<file path="config.mk">
export PLATFORM = sky130hd
export DESIGN_NAME = mips_datapath_param
export DESIGN_NICKNAME = d
export VERILOG_FILES = /design/src/rtl/mips_datapath_param.sv
export SDC_FILE = /design/constraint.sdc
export NUM_CORES = 1
export LEC_CHECK = 0
export ABC_AREA = 1
export ABC_CLOCK_PERIOD_IN_PS = 6500
export CORE_MARGIN = 4
export CORE_UTILIZATION = 34
export CTS_BUF_LIST = sky130_fd_sc_hd__clkbuf_16
export DETAILED_ROUTE_END_ITERATION = 12
export PLACE_DENSITY = 0.56
export SLEW_MARGIN = 20
export SYNTH_ARGS = -nofsm -noshare
export SYNTH_HDL_FRONTEND = slang
export SYNTH_SLANG_ARGS = --single-unit
export TNS_END_PERCENT = 50
</file>
<file path="constraint.sdc">
create_clock -name clk -period 6.5 [get_ports clk]
set_clock_uncertainty 0.05 [all_clocks]
set_input_delay 0.65 -clock clk [delete_from_list [all_inputs] [get_ports clk]]
set_output_delay 0.65 -clock clk [all_outputs]
set_load 0.1 [all_outputs]
</file>
<file path="src/rtl/mips_datapath_param.sv">
// Parametrised multicycle MIPS datapath: PC/IR/MDR/A/B/ALUOut, register file, ALU,
// and a beat sequencer that assembles each 32-bit instruction from 32/WIDTH memory beats.
module mips_datapath_param #(
  parameter int WIDTH   = 8,
  parameter int REGBITS = 3
) (
  input  logic             clk,
  input  logic             reset,
  input  logic             fetch_start,
  input  logic             mem_valid,
  input  logic [WIDTH-1:0] memdata,
  input  logic             pcen,
  input  logic             iord,
  input  logic             regdst,
  input  logic             memtoreg,
  input  logic             regwrite,
  input  logic             alusrca,
  input  logic [1:0]       alusrcb,
  input  logic [2:0]       alucont,
  input  logic [1:0]       pcsource,
  output logic [5:0]       op,
  output logic [5:0]       funct,
  output logic             zero,
  output logic [WIDTH-1:0] addr,
  output logic [WIDTH-1:0] wdata,
  output logic             fetch_busy,
  output logic             fetch_done
);
  localparam int BEATS = 32 / WIDTH;
  localparam int SH    = $clog2(BEATS);
  localparam int NREGS = 2**REGBITS;

  typedef enum logic {IDLE, FETCH} state_t;

  state_t             state, state_n;
  logic [1:0]         beat, beat_n;
  logic               ir_we, done_n;

  logic [31:0]        ir;
  logic [WIDTH-1:0]   pc, pc_n, mdr, a, b, aluout;
  logic [WIDTH-1:0]   rf [NREGS];
  logic [REGBITS-1:0] rs, rt, rd, wa;
  logic [WIDTH-1:0]   rd1, rd2, wd;
  logic [WIDTH-1:0]   immx, jtarget, srca, srcb, alu_res;

  // Fetch sequencer
  always_ff @(posedge clk or posedge reset) begin
    if (reset) begin
      state      <= IDLE;
      beat       <= 2'd0;
      fetch_done <= 1'b0;
    end else begin
      state      <= state_n;
      beat       <= beat_n;
      fetch_done <= done_n;
    end
  end

  always_comb begin
    state_n = state;
    beat_n  = beat;
    ir_we   = 1'b0;
    done_n  = 1'b0;
    case (state)
      IDLE: begin
        if (fetch_start) begin
          state_n = FETCH;
          beat_n  = 2'd0;
        end
      end
      FETCH: begin
        if (mem_valid) begin
          ir_we = 1'b1;
          if (int'(beat) == BEATS - 1) begin
            state_n = IDLE;
            beat_n  = 2'd0;
            done_n  = 1'b1;
          end else begin
            beat_n = beat + 2'd1;
          end
        end
      end
      default: state_n = IDLE;
    endcase
  end

  assign fetch_busy = (state == FETCH);

  // Beat 0 lands in the least significant slice of IR
  always_ff @(posedge clk or posedge reset) begin
    if (reset)      ir <= '0;
    else if (ir_we) ir[int'(beat)*WIDTH +: WIDTH] <= memdata;
  end

  assign op    = ir[31:26];
  assign funct = ir[5:0];
  assign rs    = ir[21 +: REGBITS];
  assign rt    = ir[16 +: REGBITS];
  assign rd    = ir[11 +: REGBITS];

  if (WIDTH == 32) begin : g_sext
    assign immx = {{(WIDTH-16){ir[15]}}, ir[15:0]};
  end else begin : g_trunc
    assign immx = ir[WIDTH-1:0];
  end

  assign jtarget = WIDTH'({6'b0, ir[25:0]} << SH);

  // Register file: combinational read, entry 0 hard-wired to zero
  assign wa  = regdst ? rd : rt;
  assign wd  = memtoreg ? mdr : aluout;
  assign rd1 = (rs == '0) ? '0 : rf[rs];
  assign rd2 = (rt == '0) ? '0 : rf[rt];

  always_ff @(posedge clk or posedge reset) begin
    if (reset) begin
      for (int i = 0; i < NREGS; i++) rf[i] <= '0;
    end else if (regwrite && wa != '0) begin
      rf[wa] <= wd;
    end
  end

  // ALU
  assign srca = alusrca ? a : pc;

  always_comb begin
    srcb = b;
    case (alusrcb)
      2'b00:   srcb = b;
      2'b01:   srcb = WIDTH'(BEATS);
      2'b10:   srcb = immx;
      default: srcb = immx << SH;
    endcase
  end

  always_comb begin
    alu_res = '0;
    case (alucont)
      3'b010:  alu_res = srca + srcb;
      3'b110:  alu_res = srca - srcb;
      3'b000:  alu_res = srca & srcb;
      3'b001:  alu_res = srca | srcb;
      3'b111:  alu_res = {{(WIDTH-1){1'b0}}, ($signed(srca) < $signed(srcb))};
      default: alu_res = '0;
    endcase
  end

  assign zero = (alu_res == '0);

  // PC: the sequencer owns the address bus during a fetch, so PC is frozen then
  always_comb begin
    pc_n = pc;
    case (pcsource)
      2'b00:   pc_n = alu_res;
      2'b01:   pc_n = aluout;
      2'b10:   pc_n = jtarget;
      default: pc_n = pc;
    endcase
  end

  always_ff @(posedge clk or posedge reset) begin
    if (reset)                    pc <= '0;
    else if (pcen && !fetch_busy) pc <= pc_n;
  end

  always_ff @(posedge clk or posedge reset) begin
    if (reset) begin
      mdr    <= '0;
      a      <= '0;
      b      <= '0;
      aluout <= '0;
    end else begin
      mdr    <= memdata;
      a      <= rd1;
      b      <= rd2;
      aluout <= alu_res;
    end
  end

  assign addr  = fetch_busy ? (pc + WIDTH'(beat)) : (iord ? aluout : pc);
  assign wdata = b;

endmodule

</file>
==> flow_summary.rst <==
.. list-table::
   :header-rows: 1

   * - Metric
     - Value
   * - Run status
     - finished, final reports clean
   * - Input/output buffers
     - 55
   * - Row count
     - between 50 and 60
   * - Global-route wire length before repair
     - roughly 37000 µm
   * - Gp weighted congestion
     - just under 0.9
   * - Fin crit share
     - between 60 and 70%
   * - Combinational share of power
     - around 55%
   * - Starting utilization of the core area
     - 34.7%
   * - Synthesized Nets
     - roughly 1.1k
   * - Detail-routed via count per cell
     - about 5
   * - Number of unique standard cell types used by synthesis
     - 39
   * - Die Width
     - 161 µm
   * - Total number of H-tree levels
     - 4
   * - Clock root buffer
     - sky130_fd_sc_hd__clkbuf_16
   * - Worst slew slack as a fraction of its limit
     - about a third
   * - Clock period minus final worst setup slack
     - 4510 ps
   * - Post-CTS setup repair buffer count
     - 0
   * - Routed wire length per instance
     - about 17 µm
   * - Critical path arrival
     - around 3800 ps
   * - Final Hold Fails
     - 0
   * - Register area share after synthesis
     - between 40% and 50%
   * - Synth Cell Area
     - ~0.008 mm²
   * - Number of gates resized after cts
     - 0
   * - Share of total power consumed by net switching
     - 53.7%
   * - CTS tree
     - built
   * - Leading cell type in the layout, fill and taps excluded
     - sky130_fd_sc_hd__nand2_1
   * - Post-synth ARST share
     - between 90% and 100%
   * - Proportion of layout cells with a drive suffix above 1
     - about 5.6%
   * - Final-report setup violation count
     - 0
   * - Number of buffers on the longest clock path
     - 2
   * - Inserted Diodes
     - 0
   * - Gr ovfl total
     - 0
   * - Initial antenna violation count
     - 0
   * - Number of fill cells
     - 2335
   * - Multi-input combinational cell area
     - 0.00373 mm²
   * - Pre-CTS setup slack
     - 2000 ps
   * - Ports placed on the boundary
     - 56
   * - P_sw
     - 2880 µW
   * - Most instantiated flip-flop cell in the synthesis netlist
     - sky130_fd_sc_hd__dfrtp_1
   * - Measured slew at the worst slew-check pin
     - between 900 and 1000 ps
   * - Overall via count from detail_route
     - a little under 7k
   * - Category of the most critical setup path
     - in -> out
   * - Vertical die dimension
     - around 160 µm
   * - Top cell by count, worst path
     - sky130_fd_sc_hd__nor2_1
   * - TritonRoute pass-1 iters
     - 5
   * - TNS Setup
     - 0 ps
   * - Clock net sink count
     - approximately 130
   * - Number of synthesized flops with an enable pin
     - 0
   * - Number of nets in the layout
     - approximately 1.1k
   * - Vias in the first global route
     - around 6.6k
   * - Number of buffers inserted for hold repair after clock tree synthesis
     - 0
   * - Number of buffers created by CTS
     - 17
   * - Min-delay worst type
     - reg -> reg
   * - Avg Synthesized Cell Area
     - between 7 and 8 µm²
   * - Maximum number of pins on one net before global-route repair
     - between 60 and 70
   * - Final HPWL from detailed placement
     - ~17000 µm
   * - Startpoint type of the worst setup path
     - input port
   * - Post-synthesis sequential element count
     - approximately 130
   * - Cell internal pwr
     - between 2000 and 2500 µW
   * - Pins Over Slew Limit
     - 0
   * - Finished layout cell area
     - approximately 0.009 mm²
   * - Die area
     - around 0.026 mm²
   * - Detail Route Antenna Nets
     - 0
   * - Worst EP required
     - 5800 ps
   * - 1st-iter DRT viols
     - roughly 590
   * - Power density of the placed cells
     - around 590 mW/mm²
   * - Placed cell areas
     - approximately 0.0086 mm²
   * - CTS clock-pin slew for the worst setup and hold paths
     - 60 ps
   * - Yosys Warn Count
     - 0
   * - Power consumption
     - roughly 5400 µW
   * - Total Routed Length
     - 23100 µm
   * - Unrepaired setup endpoints after global routing
     - false
   * - Worst IR Drop VDD
     - 0.394 mV
   * - Maximum clock frequency
     - about 0.22 GHz
   * - Leak Pwr
     - about 0.004 µW
   * - Crit-path slowest cell
     - sky130_fd_sc_hd__clkdlybuf4s50_1
   * - Critical Path, Cell by Cell
     - clkdlybuf4s50_1 -> inv_1 -> nor2_1 -> inv_1 -> o22ai_1 -> ha_1 -> inv_1 -> fa_1 -> inv_1 -> nand2_1 -> nand2_1 -> nor2_1 -> nor2_1 -> nand2_1 -> nor2_1 -> nand3_1 -> nor2_1 -> nand3_1 -> nor2_1 -> buf_4
   * - Max stage delay on crit path
     - 550 ps
   * - Slack of the critical path
     - between 1500 and 2000 ps
   * - Worst Path Max Fanout
     - 6
   * - Element type at the critical path end
     - output port
   * - Sequential cell area
     - roughly 0.0033 mm²
   * - Commonest non-fill, non-tap cells in the layout
     - sky130_fd_sc_hd__nand2_1, sky130_fd_sc_hd__inv_1, sky130_fd_sc_hd__dfrtp_1, sky130_fd_sc_hd__o21ai_0, sky130_fd_sc_hd__a21oi_1
   * - DRC violation count after routing
     - 0
   * - Max-capacitance violation count
     - 0
   * - Number of standard cells after synthesis
     - about 1.0k
   * - GRT Util Overall
     - 18.2%
   * - Core Footprint
     - between 0.02 and 0.025 mm²
   * - Clock insertion delay at the later pin of the skew report
     - approximately 420 ps
   * - Part of the power in registers
     - 27.0%
   * - Area Growth Syn to Fin
     - 15.4%
   * - Proportion of power drawn by the clock network
     - between 10% and 20%
cell usage after synthesis (12+ instances only):
library cell	instances	area (µm²)
sky130_fd_sc_hd__clkbuf_1	31	116
sky130_fd_sc_hd__inv_1	145	544
sky130_fd_sc_hd__o21ai_0	115	576
sky130_fd_sc_hd__buf_4	12	90.1
sky130_fd_sc_hd__o211ai_1	17	128
sky130_fd_sc_hd__nand3_1	66	330
sky130_fd_sc_hd__a31oi_1	22	138
sky130_fd_sc_hd__dfrtp_1	131	3280
sky130_fd_sc_hd__o21ai_1	41	205
sky130_fd_sc_hd__ha_1	35	438
sky130_fd_sc_hd__a21oi_1	79	395
sky130_fd_sc_hd__nand4_1	14	87.6
sky130_fd_sc_hd__nand2_1	216	811
sky130_fd_sc_hd__nor2_1	49	184
kinds of logic after synthesis:
group	share of synthesized area, %
buffers and inverters	11.5
AOI/OAI and AO/OA	21.1
adders and majority gates	6.29
and+or+nand+nor	19.7
DFF	41.4
metal layers:
layer | share of wire (%) | up-vias | track usage [%]
li1 | - | 3485 | -
met1 | 46 | 3190 | 25.4
met2 | 47 | 224 | 28.7
met3 | 5.2 | 30 | 3.44
met4 | 2.3 | 0 | 5.75
met5 | 0 | - | 0
area by class of cell:
cell class | count | area share, %
sequential | 131 | 35.9
clock buffer | 17 | 4.66
clock inverter | 14 | 1.68
inverter | 155 | 6.42
tap | 313 | 4.29
timing repair buffer | 58 | 6.25
multi-input combinational | 701 | 40.8
per-stage QoR:
stage          hold WS, ps  std cells  utilization [%]
2_1_floorplan          390       1047                -
3_3_place_gp           328       1358             37.6
3_5_place_dp           331       1358             37.6
4_1_cts                342       1389             40.1
5_1_grt                358       1389             40.1
6_report               347       1389             40.1
final timing paths:
kind | startpoint | to | slack (ps) | cells past startpoint
setup / recovery | alusrcb[1] | zero | 1990 | 20
setup reg to reg | pc[0]$_DFFE_PP0P_ | pc[6]$_DFFE_PP0P_ | 3930 | 14
hold reg to reg | rf[58]$_DFFE_PP0P_ | rf[58]$_DFFE_PP0P_ | 350 | 0
min in group asynchronous | reset | rf[21]$_DFFE_PP0P_ | 660 | 2
hold / removal | rf[58]$_DFFE_PP0P_ | rf[58]$_DFFE_PP0P_ | 350 | 0
max in group asynchronous | reset | a[5]$_DFF_PP0_ | 4490 | 3
flip-flops by register name (all words and copies together), names as in the netlist:
register,cells
rf,64
beat,2
a,8
fetch_done,1
fetch_busy,1
mdr,8
pc,8
ir,23
aluout,8
wdata,8
worst max-delay path: cells and delay by family:
family,cells,cell delay [ps]
buf+inv,6,1250
simple gates,11,1050
compound gates,1,260
fa+ha+maj,2,620
power by group through the flow:
stage	Clock (µW)	Sequential (µW)	Combinational (µW)
finish	950	1450	2970
global route	998	1490	3250
CTS	959	1440	2970
detailed placement	0	1450	2960
global placement	0	1450	2940
floorplan	0	1470	2200
Note: power is estimated with default switching activity, not from simulation.
